--- config.mk ---
export PLATFORM = sky130hd
export DESIGN_NAME = hamming_code_7_3_corrector_flat
export DESIGN_NICKNAME = d
export VERILOG_FILES = /design/src/rtl/hamming_code_7_3_corrector_if.sv /design/src/rtl/hamming_code_7_3_corrector.sv /design/src/flat_wrapper.sv
export SDC_FILE = /design/constraint.sdc
export NUM_CORES = 1
export LEC_CHECK = 0
export CAP_MARGIN = 5
export CORE_UTILIZATION = 45
export DETAILED_ROUTE_END_ITERATION = 10
export PLACE_DENSITY = 0.74
export SLEW_MARGIN = 20
export SYNTH_ARGS = -nofsm -noshare
export SYNTH_HDL_FRONTEND = slang
export SYNTH_SLANG_ARGS = --single-unit
--- constraint.sdc ---
create_clock -name clk -period 3.4 [get_ports clk]
set_input_delay 0.51 -clock clk [delete_from_list [all_inputs] [get_ports clk]]
set_output_delay 0.51 -clock clk [all_outputs]
set_load 0.02 [all_outputs]
--- src/rtl/hamming_code_7_3_corrector_if.sv ---
// Stream bundle for the Hamming (7,4) corrector.
// Carries the receive-side codeword handshake and the corrected output handshake.
interface hamming_code_7_3_corrector_if;
    // Input side, from the codeword source.
    logic       in_valid;
    logic       in_ready;
    logic [6:0] code_in;

    // Output side, to the data sink.
    logic       out_valid;
    logic       out_ready;
    logic [3:0] data_out;
    logic [2:0] syndrome;
    logic       err;

    // View from the environment that drives codewords and sinks data.
    modport master (
        output in_valid,
        output code_in,
        input  in_ready,
        input  out_valid,
        output out_ready,
        input  data_out,
        input  syndrome,
        input  err
    );

    // View from the corrector itself.
    modport slave (
        input  in_valid,
        input  code_in,
        output in_ready,
        output out_valid,
        input  out_ready,
        output data_out,
        output syndrome,
        output err
    );
endinterface

--- src/rtl/hamming_code_7_3_corrector.sv ---
// Two-stage streaming single-error-correcting decoder for Hamming (7,4) codewords.
// S1 holds the received codeword and its syndrome; S2 holds the corrected data and
// drives the outputs. A saturating counter tracks delivered codewords that were corrected.
module hamming_code_7_3_corrector #(
    parameter int unsigned CNT_W = 16
) (
    input  logic                      clk,
    input  logic                      rst,
    hamming_code_7_3_corrector_if.slave bus,
    input  logic                      cnt_clr,
    output logic [CNT_W-1:0]          corr_cnt
);

    localparam logic [CNT_W-1:0] CntMax = {CNT_W{1'b1}};

    logic       s1_valid;
    logic [6:0] s1_code;
    logic [2:0] s1_syn;

    logic       s2_valid;
    logic [3:0] s2_data;
    logic [2:0] s2_syn;
    logic       s2_err;

    logic       s1_load;
    logic       s2_load;
    logic [2:0] in_syn;
    logic [6:0] flip_mask;
    logic [6:0] corrected;

    // Stage advance: S2 drains when empty or accepted; S1 refills whenever S2 makes room.
    always_comb begin
        s2_load     = !s2_valid || bus.out_ready;
        s1_load     = !s1_valid || s2_load;
        bus.in_ready = s1_load;
    end

    // Syndrome of the incoming codeword, c6..c0.
    always_comb begin
        in_syn[2] = bus.code_in[6] ^ bus.code_in[5] ^ bus.code_in[4] ^ bus.code_in[2];
        in_syn[1] = bus.code_in[6] ^ bus.code_in[5] ^ bus.code_in[3] ^ bus.code_in[1];
        in_syn[0] = bus.code_in[6] ^ bus.code_in[4] ^ bus.code_in[3] ^ bus.code_in[0];
    end

    // Map the registered syndrome to the single bit to invert; any nonzero value is
    // taken as a single-bit error, so double errors are knowingly miscorrected.
    always_comb begin
        flip_mask = 7'b000_0000;
        unique case (s1_syn)
            3'd7:    flip_mask = 7'b100_0000;
            3'd6:    flip_mask = 7'b010_0000;
            3'd5:    flip_mask = 7'b001_0000;
            3'd3:    flip_mask = 7'b000_1000;
            3'd4:    flip_mask = 7'b000_0100;
            3'd2:    flip_mask = 7'b000_0010;
            3'd1:    flip_mask = 7'b000_0001;
            default: flip_mask = 7'b000_0000;
        endcase
        corrected = s1_code ^ flip_mask;
    end

    // Stage 1 register: received codeword and its syndrome.
    always_ff @(posedge clk) begin
        if (rst) begin
            s1_valid <= 1'b0;
            s1_code  <= 7'd0;
            s1_syn   <= 3'd0;
        end else if (s1_load) begin
            s1_valid <= bus.in_valid;
            s1_code  <= bus.code_in;
            s1_syn   <= in_syn;
        end
    end

    // Stage 2 register: corrected data with its syndrome and error flag, held while stalled.
    always_ff @(posedge clk) begin
        if (rst) begin
            s2_valid <= 1'b0;
            s2_data  <= 4'd0;
            s2_syn   <= 3'd0;
            s2_err   <= 1'b0;
        end else if (s2_load) begin
            s2_valid <= s1_valid;
            s2_data  <= corrected[6:3];
            s2_syn   <= s1_syn;
            s2_err   <= (s1_syn != 3'd0);
        end
    end

    // Outputs come straight from the S2 registers.
    always_comb begin
        bus.out_valid = s2_valid;
        bus.data_out  = s2_data;
        bus.syndrome  = s2_syn;
        bus.err       = s2_err;
    end

    // Corrected-codeword counter: counts erroneous output transfers, saturates, clear wins.
    always_ff @(posedge clk) begin
        if (rst || cnt_clr) begin
            corr_cnt <= '0;
        end else if (s2_valid && bus.out_ready && s2_err && (corr_cnt != CntMax)) begin
            corr_cnt <= corr_cnt + 1'b1;
        end
    end

endmodule

--- src/flat_wrapper.sv ---
// flat-port wrapper written by rule: the top's interface ports become plain ports
module hamming_code_7_3_corrector_flat 
#(
    parameter int unsigned CNT_W = 16
)
  (clk, rst, cnt_clr, corr_cnt, bus_in_valid, bus_code_in, bus_in_ready, bus_out_valid, bus_out_ready, bus_data_out, bus_syndrome, bus_err);
  hamming_code_7_3_corrector_if bus_i ();
  input  logic clk;
  input  logic rst;
  input  logic cnt_clr;
  output logic [CNT_W-1:0] corr_cnt;
  input wire logic [$bits(bus_i.in_valid)-1:0] bus_in_valid;
  input wire logic [$bits(bus_i.code_in)-1:0] bus_code_in;
  output wire logic [$bits(bus_i.in_ready)-1:0] bus_in_ready;
  output wire logic [$bits(bus_i.out_valid)-1:0] bus_out_valid;
  input wire logic [$bits(bus_i.out_ready)-1:0] bus_out_ready;
  output wire logic [$bits(bus_i.data_out)-1:0] bus_data_out;
  output wire logic [$bits(bus_i.syndrome)-1:0] bus_syndrome;
  output wire logic [$bits(bus_i.err)-1:0] bus_err;
  assign bus_i.in_valid = bus_in_valid;
  assign bus_i.code_in = bus_code_in;
  assign bus_in_ready = bus_i.in_ready;
  assign bus_out_valid = bus_i.out_valid;
  assign bus_i.out_ready = bus_out_ready;
  assign bus_data_out = bus_i.data_out;
  assign bus_syndrome = bus_i.syndrome;
  assign bus_err = bus_i.err;
  hamming_code_7_3_corrector #(.CNT_W(CNT_W)) u_core (.clk(clk), .rst(rst), .bus(bus_i), .cnt_clr(cnt_clr), .corr_cnt(corr_cnt));
endmodule
==> flow_summary.rst <==
.. list-table::
   :header-rows: 1

   * - Metric
     - Value
   * - Result of the run
     - completed
   * - FP Rows
     - 21
   * - NumNets Final
     - approximately 230
   * - Share of the synthesized area in the top cell type
     - 0.424
   * - Cell Count Post-Placement
     - between 200 and 300
   * - Net load switching power
     - approximately 0.19 mW
   * - Part of the power in registers
     - 0.574
   * - Library cell contributing the largest single delay on the critical path
     - sky130_fd_sc_hd__clkdlybuf4s50_1
   * - RSZ-0062 raised after global routing
     - false
   * - Sequential area share after synthesis
     - 0.424
   * - Max Cap Viol
     - 0
   * - Tcrit/Tclk final
     - 0.809
   * - Total congestion overflow
     - 0
   * - Power Internal
     - roughly 0.55 mW
   * - Number of design-rule violations left by the first detailed-router iteration
     - 73
   * - Unique masters post-synth
     - 39
   * - Maximum number of pins on one net before global-route repair
     - 20
   * - Drt total wl
     - 3.55 mm
   * - Syn Nets
     - between 150 and 200
   * - Source-to-sink clock delay at the later pin of the worst-skew pair
     - 0.34 ns
   * - Die area
     - ~3700 um2
   * - Detailed-route via count
     - about 1,500
   * - Final hold vios
     - 0
   * - Warnings from Yosys
     - 0
   * - Maximum ir drop on the vdd rail
     - 0.227 mV
   * - Worst-path clk slew
     - 0.09 ns
   * - Clock tree from TritonCTS
     - built
   * - I/O Buffers
     - 37
   * - R2R cell count
     - 5
   * - Root cell of the clock tree
     - sky130_fd_sc_hd__clkbuf_4
   * - Number of remaining DRC errors
     - 0
   * - Top area cells in the synthesized netlist
     - sky130_fd_sc_hd__dfxtp_1, sky130_fd_sc_hd__a21oi_1, sky130_fd_sc_hd__nand2_1, sky130_fd_sc_hd__nand3_1, sky130_fd_sc_hd__or4_1
   * - CTS resizes
     - 0
   * - Cell type with the highest aggregate area in the netlist
     - sky130_fd_sc_hd__dfxtp_1
   * - Critical path, cell by cell
     - clkdlybuf4s50_1, nor2b_1, buf_4, nand2_1, clkdlybuf4s50_1
   * - Share of final-layout standard cells stronger than drive strength 1
     - 0.0636
   * - Slew HR
     - 0.505
   * - Post-DRT Antenna Nets
     - 0
   * - Crit path capture type
     - output pin
   * - Endpoint of the worst-slack reg-to-reg timing path
     - u_core.corr_cnt[10]
   * - Number of register bits inferred by synthesis
     - 33
   * - Data arrival time of the critical path
     - roughly 2.2 ns
   * - Routability cong.
     - about 0.83
   * - Post-Synthesis Cells
     - about 180
   * - Synth Cell Area
     - ~1600 um2
   * - Count of placed standard cells in the final layout, fillers left out
     - 266
   * - Share of the core filled with cells
     - 0.606
   * - Average cell area after synthesis
     - approximately 8.6 um2
   * - Class of the tightest hold or removal check
     - reg2reg
   * - Delay of the slowest critical-path stage
     - approximately 0.67 ns
   * - Overall Global Routing Usage
     - 0.213
   * - Reported leakage power
     - between 0.6 and 0.7 nW
   * - Drt wl/cell
     - 13.3 um
   * - CTS max path bufs
     - 2
   * - Worst r2r src
     - u_core.corr_cnt[0]
   * - Critical setup path kind
     - in2out
   * - Layout overhead on the synthesized area
     - 29.8%
   * - Start point of the worst min-delay path
     - u_core.bus.syndrome[0]
   * - Worst-margin pin slew
     - around 0.74 ns
   * - H-tree lvl count
     - 2
   * - Diodes inserted
     - 0
   * - Data required time at the worst endpoint
     - approximately 2.9 ns
   * - Number of sinks handled by clock tree synthesis
     - 33
   * - Setup clock skew after layout
     - ~0.0083 ns
   * - Minimum period implied by the final worst setup slack
     - ~2.8 ns
   * - Depth of the worst hold-timing path
     - 2
   * - Fraction of power spent switching nets
     - 0.257
   * - Power per standard cell area
     - about 370 nW/um2
   * - Number of antenna violations at the first check in global routing
     - 0
   * - Number of slew-limit violations in the final report
     - 0
   * - Endpoints failing setup
     - 0
   * - Element type at the critical path start
     - input pin
   * - Power after layout
     - 0.739 mW
   * - Pre-antenna DRT Iters
     - 4
   * - Setup TNS
     - 0 ns
   * - Biggest fanout along the worst timing path
     - 12
   * - Vertical die dimension
     - between 60 and 70 um
   * - Core region area
     - about 3300 um2
   * - Count of pins on the block boundary
     - 38
   * - Width of the chip
     - around 61 um
   * - Clock Power Share
     - 0.300
   * - Worst hold path endpoint
     - u_core.bus.syndrome[0]
   * - Post-DR vias/cell
     - about 5.7
   * - Count of hold buffers inserted by post-cts repair
     - 0
   * - Inserted Clock Buffers
     - 5
   * - Most prevalent standard cell on the critical path
     - sky130_fd_sc_hd__clkdlybuf4s50_1
   * - Via count of the first global-routing pass
     - 1,318
   * - Initial core utilization
     - 0.467
   * - Fill cell total of the finished layout
     - between 300 and 400
   * - First-pass GRT wire length
     - just under 6 mm
   * - Maximum operating frequency
     - ~360 MHz
   * - Register-to-Register Setup Slack
     - roughly 1.2 ns
   * - Combinational cell fraction of total power
     - 0.126
   * - Number of post-CTS setup repair buffers
     - 0
   * - Hpwl dp
     - about 2.6 mm
## per-stage QoR
step	instance area, um2	hold WS, ns	worst slack, ns
after floorplan	1560	0.449	1.37
after global placement	1960	0.450	0.700
after detailed placement	1960	0.452	0.650
after CTS	2020	0.471	0.635
after global routing	2020	0.501	0.537
final	2020	0.467	0.649
## registers in the layout (all words and copies together), names as in the netlist
register,cells
u_core.bus.data_out,4
u_core.bus.err,1
u_core.bus.out_valid,1
u_core.bus.syndrome,3
u_core.corr_cnt,16
u_core.s1_code,4
u_core.s1_syn,3
u_core.s1_valid,1
## power groups by stage
stage,combinational (mW),sequential (mW),clock [mW]
floorplan,0.0435,0.438,0
global placement,0.0925,0.432,0
detailed placement,0.0936,0.433,0
CTS,0.0944,0.424,0.227
global route,0.102,0.427,0.245
finish,0.0934,0.424,0.222
## routing by layer
| layer | vias up | track usage | part of all wire |
|---|---|---|---|
| li1 | 763 | - | - |
| met3 | 4 | 0.0640 | 0.052 |
| met1 | 700 | 0.259 | 0.44 |
| met2 | 46 | 0.356 | 0.50 |
| met5 | - | 0 | 0 |
| met4 | 0 | 0.0812 | 0.012 |
## placed cells by master, fill, tap and decap left out, drive strengths merged, types with 2 or more instances in the layout
cell and instances:
a311oi 3, or2 2, clkdlybuf4s50 37, xnor2 6, nor2 12, o41ai 2, xor2 3, o211ai 2
o311ai 2, a211oi 3, inv 2, or3 7, nand4 5, o21ai 7, o31ai 6, nand3 13
nand2 22, clkbuf 7, o21a 2, or4 9, nor3 3, nor4 4, a21oi 18, dfxtp 33
## kinds of logic (layout without fill, tap and decap cells)
group | Yosys count | count (layout) | share of synthesized area
fa+ha+maj | 1 | 1 | 0.00802
compound gates | 48 | 48 | 0.200
buf+inv | 9 | 47 | 0.0257
flops | 33 | 33 | 0.424
xor+xnor | 9 | 9 | 0.0506
mux | 1 | 1 | 0.00642
simple gates | 81 | 81 | 0.286
## critical path, delay by kind of cell
family / cells / cell delay, ns
AND/OR/NAND/NOR: 2 / 0.32
buffers and inverters: 3 / 1.41
## layout make-up
class | instances | area [um2] | share of cell area
timing repair buffer | 38 | 378 | 0.187
tap | 46 | 57.6 | 0.0284
clock buffer | 7 | 55.1 | 0.0272
inverter | 2 | 7.51 | 0.00371
sequential | 33 | 661 | 0.327
multi-input combinational | 140 | 865 | 0.427
## worst max-delay path by stage
stage | from | endpoint | slack (ns) | cells past startpoint
2_1_floorplan | u_core.corr_cnt[0] | u_core.corr_cnt[10] | 1.37 | 5
3_3_place_gp | bus_out_ready | bus_in_ready | 0.70 | 5
3_5_place_dp | bus_out_ready | bus_in_ready | 0.65 | 5
4_1_cts | bus_out_ready | bus_in_ready | 0.64 | 5
5_1_grt | bus_out_ready | bus_in_ready | 0.54 | 5
6_report | bus_out_ready | bus_in_ready | 0.65 | 5
## synthesized netlist by cell type
cell type                        n
sky130_fd_sc_hd__o211ai_1        2
sky130_fd_sc_hd__nand2_1        22
sky130_fd_sc_hd__or3_2           1
sky130_fd_sc_hd__o31ai_1         6
sky130_fd_sc_hd__o21ai_0         7
sky130_fd_sc_hd__or4_1           8
sky130_fd_sc_hd__or3_1           6
sky130_fd_sc_hd__nand2b_1        1
sky130_fd_sc_hd__a311oi_1        3
sky130_fd_sc_hd__o41ai_1         2
sky130_fd_sc_hd__o311ai_0        2
sky130_fd_sc_hd__or4_2           1
sky130_fd_sc_hd__nor2_1         12
sky130_fd_sc_hd__nor2b_1         1
sky130_fd_sc_hd__and4_1          1
sky130_fd_sc_hd__o21a_1          2
sky130_fd_sc_hd__nor4_1          4
sky130_fd_sc_hd__o21bai_1        1
sky130_fd_sc_hd__nand4_4         1
sky130_fd_sc_hd__nand3_4         1
sky130_fd_sc_hd__a211oi_1        3
sky130_fd_sc_hd__nand3_1        12
sky130_fd_sc_hd__and3_1          1
sky130_fd_sc_hd__o311a_1         1
sky130_fd_sc_hd__or2_2           2
sky130_fd_sc_hd__nor3_1          3
sky130_fd_sc_hd__xnor2_1         6
sky130_fd_sc_hd__clkbuf_1        4
sky130_fd_sc_hd__buf_1           1
sky130_fd_sc_hd__mux2i_1         1
sky130_fd_sc_hd__nand4_1         4
sky130_fd_sc_hd__o211a_1         1
sky130_fd_sc_hd__a21oi_1        18
sky130_fd_sc_hd__xor2_1          3
sky130_fd_sc_hd__ha_1            1
sky130_fd_sc_hd__dfxtp_1        33
sky130_fd_sc_hd__dlygate4sd1_1   1
sky130_fd_sc_hd__inv_1           2
sky130_fd_sc_hd__buf_2           1
(Power assumes the default switching activity.)
